File: config.mk
export PLATFORM = sky130hd
export DESIGN_NAME = pn_soma_driver
export DESIGN_NICKNAME = d
export VERILOG_FILES = /design/src/rtl/pn_pkg.sv /design/src/rtl/pn_event_fifo.sv /design/src/rtl/pn_soma_driver.sv
export SDC_FILE = /design/constraint.sdc
export NUM_CORES = 1
export LEC_CHECK = 0
export CAP_MARGIN = 20
export CORE_ASPECT_RATIO = 1.5
export CORE_UTILIZATION = 29
export CTS_BUF_LIST = sky130_fd_sc_hd__clkbuf_8
export DETAILED_ROUTE_END_ITERATION = 8
export SETUP_SLACK_MARGIN = 0.5
export SYNTH_ARGS = -nofsm -noshare
export SYNTH_HDL_FRONTEND = slang
export SYNTH_SLANG_ARGS = --single-unit
File: constraint.sdc
create_clock -name clk -period 1.95 [get_ports clk]
set_input_delay 0.195 -clock clk [delete_from_list [all_inputs] [get_ports clk]]
set_output_delay 0.195 -clock clk [all_outputs]
set_load 0.05 [all_outputs]
File: src/rtl/pn_pkg.sv
// Shared types and constants for the physical-neuron soma driver.
package pn_pkg;

  typedef enum logic [2:0] {
    IDLE,
    LOAD,
    ARM,
    RUN,
    KILL
  } pn_state_e;

  // Packed soma configuration word field positions
  localparam int VTH_MSB   = 31;
  localparam int VLEAK_MSB = 23;
  localparam int REFR_MSB  = 15;
  localparam int AXON_MSB  = 7;

  // Event word: {timestamp, spike}
  localparam int EV_TS_LSB = 16;

  // Threshold and leak fields stay on the soma bus upper half while running.
  function automatic logic [15:0] cfg_upper(input logic [31:0] cfg);
    return {cfg[VTH_MSB -: 8], cfg[VLEAK_MSB -: 8]};
  endfunction

  function automatic logic [31:0] ev_word(input logic [15:0] ts, input logic [15:0] spike);
    logic [31:0] w;
    w = '0;
    w[31:EV_TS_LSB]   = ts;
    w[EV_TS_LSB-1:0]  = spike;
    return w;
  endfunction

endpackage

File: src/rtl/pn_event_fifo.sv
// First-word fall-through event FIFO; a push into a full FIFO is dropped
// unless a pop happens in the same cycle.
module pn_event_fifo #(
  parameter int DEPTH = 4,
  parameter int W     = 32
) (
  input  logic         clk,
  input  logic         rst,
  input  logic         flush_i,
  input  logic         push_i,
  input  logic [W-1:0] push_data_i,
  input  logic         pop_i,
  output logic [W-1:0] rd_data_o,
  output logic         empty_o,
  output logic         drop_o
);

  localparam int AW = $clog2(DEPTH);
  localparam logic [AW-1:0] PTR_ONE  = AW'(1);
  localparam logic [AW:0]   CNT_ONE  = (AW+1)'(1);
  localparam logic [AW:0]   CNT_FULL = (AW+1)'(DEPTH);

  logic [W-1:0]  mem_q [DEPTH];
  logic [AW-1:0] wr_ptr_q;
  logic [AW-1:0] rd_ptr_q;
  logic [AW:0]   count_q;

  logic full;
  logic pop_en;
  logic push_en;

  assign full    = (count_q == CNT_FULL);
  assign empty_o = (count_q == '0);
  assign pop_en  = pop_i && !empty_o;
  assign push_en = push_i && (!full || pop_en);
  assign drop_o  = push_i && full && !pop_en;

  // Gate the head word so the bus reads zero whenever nothing is queued.
  assign rd_data_o = empty_o ? '0 : mem_q[rd_ptr_q];

  always_ff @(posedge clk or negedge rst) begin
    if (!rst) begin
      wr_ptr_q <= '0;
      rd_ptr_q <= '0;
      count_q  <= '0;
    end else if (flush_i) begin
      wr_ptr_q <= '0;
      rd_ptr_q <= '0;
      count_q  <= '0;
    end else begin
      if (push_en) wr_ptr_q <= wr_ptr_q + PTR_ONE;
      if (pop_en)  rd_ptr_q <= rd_ptr_q + PTR_ONE;
      case ({push_en, pop_en})
        2'b10:   count_q <= count_q + CNT_ONE;
        2'b01:   count_q <= count_q - CNT_ONE;
        default: count_q <= count_q;
      endcase
    end
  end

  always_ff @(posedge clk) begin
    if (push_en) mem_q[wr_ptr_q] <= push_data_i;
  end

endmodule

File: src/rtl/pn_soma_driver.sv
// Physical-neuron soma controller: config load, reset/enable/kill sequencing,
// interval streaming and spike event capture. Define PN_EVENT_TS_EN to stamp events.
module pn_soma_driver
  import pn_pkg::*;
#(
  parameter int FIFO_DEPTH = 4,
  parameter int CFG_HOLD   = 2,
  parameter int TS_W       = 16
) (
  input  logic        clk,
  input  logic        rst,
  input  logic        cfg_valid,
  output logic        cfg_ready,
  input  logic [31:0] cfg_data,
  input  logic        iv_valid,
  output logic        iv_ready,
  input  logic [15:0] iv_data,
  input  logic        kill_req,
  output logic        soma_rst_n,
  output logic        soma_en,
  output logic        soma_kill,
  output logic [31:0] soma_wdata,
  input  logic        soma_wait,
  input  logic [15:0] soma_spike,
  output logic        ev_valid,
  input  logic        ev_ready,
  output logic [31:0] ev_data,
  output logic        busy,
  output logic        overflow
);

  localparam int HOLD_W = (CFG_HOLD > 1) ? $clog2(CFG_HOLD) : 1;
  localparam logic [HOLD_W-1:0] HOLD_LAST = HOLD_W'(CFG_HOLD - 1);
  localparam logic [HOLD_W-1:0] HOLD_ONE  = HOLD_W'(1);

  pn_state_e         state_q, state_d;
  logic [HOLD_W-1:0] hold_q, hold_d;
  logic [31:0]       cfg_q, cfg_d;
  logic [31:0]       soma_wdata_q, soma_wdata_d;
  logic              soma_rst_n_q, soma_rst_n_d;
  logic              soma_en_q, soma_en_d;
  logic              soma_kill_q, soma_kill_d;
  logic              busy_q, busy_d;
  logic              overflow_q, overflow_d;

  logic        cfg_accept;
  logic        iv_hs;
  logic        ev_push;
  logic        ev_empty;
  logic        ev_drop;
  logic [15:0] ts_ext;

  assign cfg_ready  = (state_q == IDLE);
  assign iv_ready   = (state_q == RUN) && !soma_wait;
  assign cfg_accept = cfg_ready && cfg_valid;
  assign iv_hs      = iv_ready && iv_valid;
  assign ev_push    = (state_q == RUN) && (soma_spike != '0);
  assign ev_valid   = !ev_empty;

  always_comb begin
    state_d      = state_q;
    hold_d       = hold_q;
    cfg_d        = cfg_q;
    soma_wdata_d = soma_wdata_q;

    case (state_q)
      IDLE: begin
        if (cfg_valid) begin
          cfg_d   = cfg_data;
          hold_d  = '0;
          state_d = LOAD;
        end
      end
      LOAD: begin
        if (kill_req)                state_d = KILL;
        else if (hold_q == HOLD_LAST) state_d = ARM;
        else                         hold_d  = hold_q + HOLD_ONE;
      end
      ARM:     state_d = kill_req ? KILL : RUN;
      RUN:     if (kill_req) state_d = KILL;
      KILL:    state_d = IDLE;
      default: state_d = IDLE;
    endcase

    // Bus contents follow the state being entered; a kill alongside an
    // accepted interval leaves the bus untouched.
    case (state_d)
      LOAD:    soma_wdata_d = cfg_d;
      ARM:     soma_wdata_d = {cfg_upper(cfg_q), 16'h0000};
      RUN:     if (iv_hs) soma_wdata_d = {cfg_upper(cfg_q), iv_data};
      default: soma_wdata_d = soma_wdata_q;
    endcase

    soma_rst_n_d = (state_d != LOAD);
    soma_en_d    = (state_d == RUN);
    soma_kill_d  = (state_d == KILL);
    busy_d       = (state_d != IDLE);
    overflow_d   = cfg_accept ? 1'b0 : (overflow_q || ev_drop);
  end

  always_ff @(posedge clk or negedge rst) begin
    if (!rst) begin
      state_q      <= IDLE;
      hold_q       <= '0;
      cfg_q        <= '0;
      soma_wdata_q <= '0;
      soma_rst_n_q <= 1'b1;
      soma_en_q    <= 1'b0;
      soma_kill_q  <= 1'b0;
      busy_q       <= 1'b0;
      overflow_q   <= 1'b0;
    end else begin
      state_q      <= state_d;
      hold_q       <= hold_d;
      cfg_q        <= cfg_d;
      soma_wdata_q <= soma_wdata_d;
      soma_rst_n_q <= soma_rst_n_d;
      soma_en_q    <= soma_en_d;
      soma_kill_q  <= soma_kill_d;
      busy_q       <= busy_d;
      overflow_q   <= overflow_d;
    end
  end

  assign soma_wdata = soma_wdata_q;
  assign soma_rst_n = soma_rst_n_q;
  assign soma_en    = soma_en_q;
  assign soma_kill  = soma_kill_q;
  assign busy       = busy_q;
  assign overflow   = overflow_q;

`ifdef PN_EVENT_TS_EN
  localparam logic [TS_W-1:0] TS_ONE = TS_W'(1);
  logic [TS_W-1:0] ts_q, ts_d;

  // Cleared during ARM so the first RUN cycle carries timestamp 0.
  always_comb begin
    ts_d = ts_q;
    if (state_q == ARM)      ts_d = '0;
    else if (state_q == RUN) ts_d = ts_q + TS_ONE;
  end

  always_ff @(posedge clk or negedge rst) begin
    if (!rst) ts_q <= '0;
    else      ts_q <= ts_d;
  end

  assign ts_ext = 16'(ts_q);
`else
  localparam logic [TS_W-1:0] TS_ZERO = '0;
  assign ts_ext = 16'(TS_ZERO);
`endif

  pn_event_fifo #(
    .DEPTH (FIFO_DEPTH),
    .W     (32)
  ) u_event_fifo (
    .clk         (clk),
    .rst         (rst),
    .flush_i     (cfg_accept),
    .push_i      (ev_push),
    .push_data_i (ev_word(ts_ext, soma_spike)),
    .pop_i       (ev_ready),
    .rd_data_o   (ev_data),
    .empty_o     (ev_empty),
    .drop_o      (ev_drop)
  );

endmodule

==> impl_metrics.py <==
metrics = {
    "die": {
        "die_w_um": 119.7,
        "die_area_um2": 21360,
        "rows": 64,
        "start_util_pct": 29.61,
        "die_height_um": 178.5,
        "coreArea_um2": 20340,
        "io_pins": 143,
    },
    "sta": {
        "setup_viol": 48,
        "min_period_ns": 2.064,
        "fin_skew_ns": 0.01582,
        "hold_viol": 0,
        "hold_ws_ns": 0.1704,
        "max_freq_mhz": 484.6,
        "drv_slew": 0,
        "rsz0062_at_grt": "yes",
        "setup_ws_ns": -0.1136,
        "finalCritPeriodShare_pct": 105.8,
    },
    "global_routing": {
        "grt_max_degree": 53,
        "grt_usage_pct": 15.54,
        "grt_pass1_vias": 4648,
        "grt_pass1_wl_mm": 24.71,
        "grt.overflow.total": 0,
        "antenna_found_initial": 0,
    },
    "clock_tree": {
        "clock-sinks": 144,
        "cts_made_buffers": 17,
        "clockRootBuffer": "clkbuf_8",
        "clk_pin_slew_ns": 0.10,
        "htree_levels": 4,
        "clock_path_buffers": 2,
        "worstSkewPairLatency_ns": 0.45,
        "cts_tree": "done",
    },
    "route": {
        "wl_per_cell_um": 17.23,
        "ant_nets": 0,
        "routed_via_density": 4.463,
        "drc_errors": 0,
        "dr.pass1.iters": 4,
        "drt_iter0_markers": 180,
        "wirelength_mm": 15.32,
        "vias": 3968,
    },
    "yosys": {
        "postSynthAreaPerCell_um2": 15.21,
        "synth_seq_cells": 144,
        "synthTopCellsByArea": "dfrtp_1 (33%), edfxtp_1 (32%), mux2_2 (9.2%), mux4_2 (6.0%), mux2i_1 (3.2%)",
        "yosysWarnings": 0,
        "yosys.area.top_type": "dfrtp_1",
        "synth_seq_area_share_pct": 65.16,
        "yosys_most_used_dff": "dfrtp_1",
        "async_flop_share_pct": 55.56,
        "synth_cells": 396,
        "syn-cell-area_um2": 6023,
        "yosys-top-cells-count": "dfrtp_1 (79), edfxtp_1 (64), mux2_2 (49)",
        "yosysTopAreaCellShare_pct": 32.82,
        "yosysMostFrequentCell": "dfrtp_1",
        "synth_cell_types": 43,
        "synth-edff-count": 64,
    },
    "run": {
        "maxCapViolCount": 0,
    },
    "power_and_ir_drop": {
        "powerDensity_nw_per_um2": 1629,
        "ir_drop_uv": 1021,
        "p_leak_nw": 3.744,
    },
    "cells_and_area": {
        "fillers": 1859,
        "synthToLayoutAreaGrowth_pct": 55.36,
        "finalNetCount": 688,
        "antenna_cells": 0,
        "layout-drive-gt1-share_pct": 50.88,
        "design_area_um2": 9358,
    },
    "run_status": {
        "status": "finished with violations",
        "violations": "setup timing",
    },
    "min_path": {
        "holdPathStages": 1,
        "hold_class": "in -> reg",
    },
    "place": {
        "dp_hpwl_mm": 9.190,
        "placed_area_um2": 7906,
        "dpl_worst_slack_ns": -0.5800,
        "io_buffers": 126,
        "gp_congestion": 0.7176,
    },
    "setup_path": {
        "ff2ff_path_depth": 7,
        "critPathKind": "reg -> out",
        "worstPathMaxFanout": 11,
        "cp.arrival_ns": 1.87,
        "required_ns": 1.75,
        "start_kind": "register",
        "crit_path_end_kind": "primary output",
    },
}
cell usage in the layout (no fill, tap or decap), drive strengths merged, types with 7 or more instances in the layout:
cell type	n
edfxtp	64
clkdlybuf4s50	66
o21ai	18
mux4	16
clkdlybuf4s15	18
clkbuf	17
mux2	49
buf	119
nor2	11
nand2	20
conb	16
clkdlybuf4s18	7
dfrtp	79
mux2i	19
inv	29
and2	24
metrics by stage:
| step | instances | utilization (%) | setup TNS [ns] | total power [W] |
|---|---|---|---|---|
| 5_1_grt | 889 | 46.01 | -8.165 | 0.01605 |
| 2_1_floorplan | 411 | - | -1.631 | 0.009233 |
| 4_1_cts | 884 | 45.12 | -4.805 | 0.01504 |
| 3_5_place_dp | 814 | 38.87 | -48.95 | 0.01129 |
| 3_3_place_gp | 814 | 38.87 | -42.82 | 0.01116 |
| 6_report | 889 | 46.01 | -4.002 | 0.01524 |
flip-flops by register name, indices dropped and copies added, names as in the netlist:
| register | count |
|---|---|
| busy | 1 |
| cfg_q | 32 |
| hold_q | 1 |
| overflow | 1 |
| soma_en | 1 |
| soma_kill | 1 |
| soma_rst_n | 1 |
| soma_wdata | 32 |
| state_q | 3 |
| u_event_fifo.count_q | 3 |
| u_event_fifo.mem_q | 64 |
| u_event_fifo.rd_ptr_q | 2 |
| u_event_fifo.wr_ptr_q | 2 |
layer usage:
metal / vias to the layer above / wire length (um) / global-route usage [%]
li1: 1829 / - / -
met1: 2024 / 5418 / 15.39
met2: 100 / 9005 / 30.56
met3: 15 / 664 / 4.252
met4: 0 / 226 / 5.208
met5: - / 0 / 0
final timing paths:
kind,from,endpoint,slack [ns]
setup / recovery,u_event_fifo.rd_ptr_q[0],ev_data[13],-0.11
hold / removal,soma_spike[5],u_event_fifo.mem_q[2][5],0.17
setup reg to reg,state_q[1],soma_wdata[0],-0.09
hold reg to reg,cfg_q[7],cfg_q[7],0.49
max in group asynchronous,rst,soma_wdata[20],1.12
min in group asynchronous,rst,soma_wdata[2],0.20
worst max-delay path: stages, from the launching register on:
cell and delay, ns:
dfrtp_2 0.42, buf_12 0.17, mux4_2 0.51, and2_4 0.17
buf_6 0.14
repair_timing:
item,CTS,global route
pin swaps,20,14
endpoints found under the hold margin,28,0
endpoints found under the setup margin,190,173
cloned,10,0
setup buffers,27,5
hold buffers,1,0
resized for setup,232,68
cell type report:
cell class / instances / area (um^2) / area share [%]
Timing Repair Buffer: 214 / 2330 / 24.90
Clock buffer: 17 / 234.0 / 2.500
Multi-Input combinational cell: 215 / 2321 / 24.80
Sequential cell: 144 / 3926 / 41.96
Inverter: 20 / 75.07 / 0.8022
Clock inverter: 15 / 141.4 / 1.511
Tap cell: 264 / 330.3 / 3.530
power by group:
part / switching [W] / internal [W] / leakage (nW)
clock: 0.00131 / 0.000939 / 0.186
combinational: 0.00443 / 0.00412 / 2.02
sequential: 0.000431 / 0.00401 / 1.53
total: 0.00617 / 0.00907 / 3.74
kinds of logic after synthesis:
kind of cell / synth area share [%]
AOI/OAI and AO/OA: 2.825
xor gates and xnor gates: 0.4363
adders and majority gates: 1.163
buffers and inverters: 5.152
DFF: 65.16
muxes: 18.30
other: 0.06226
and+or+nand+nor: 6.897
No activity file was read; power rests on OpenSTA's default activity.
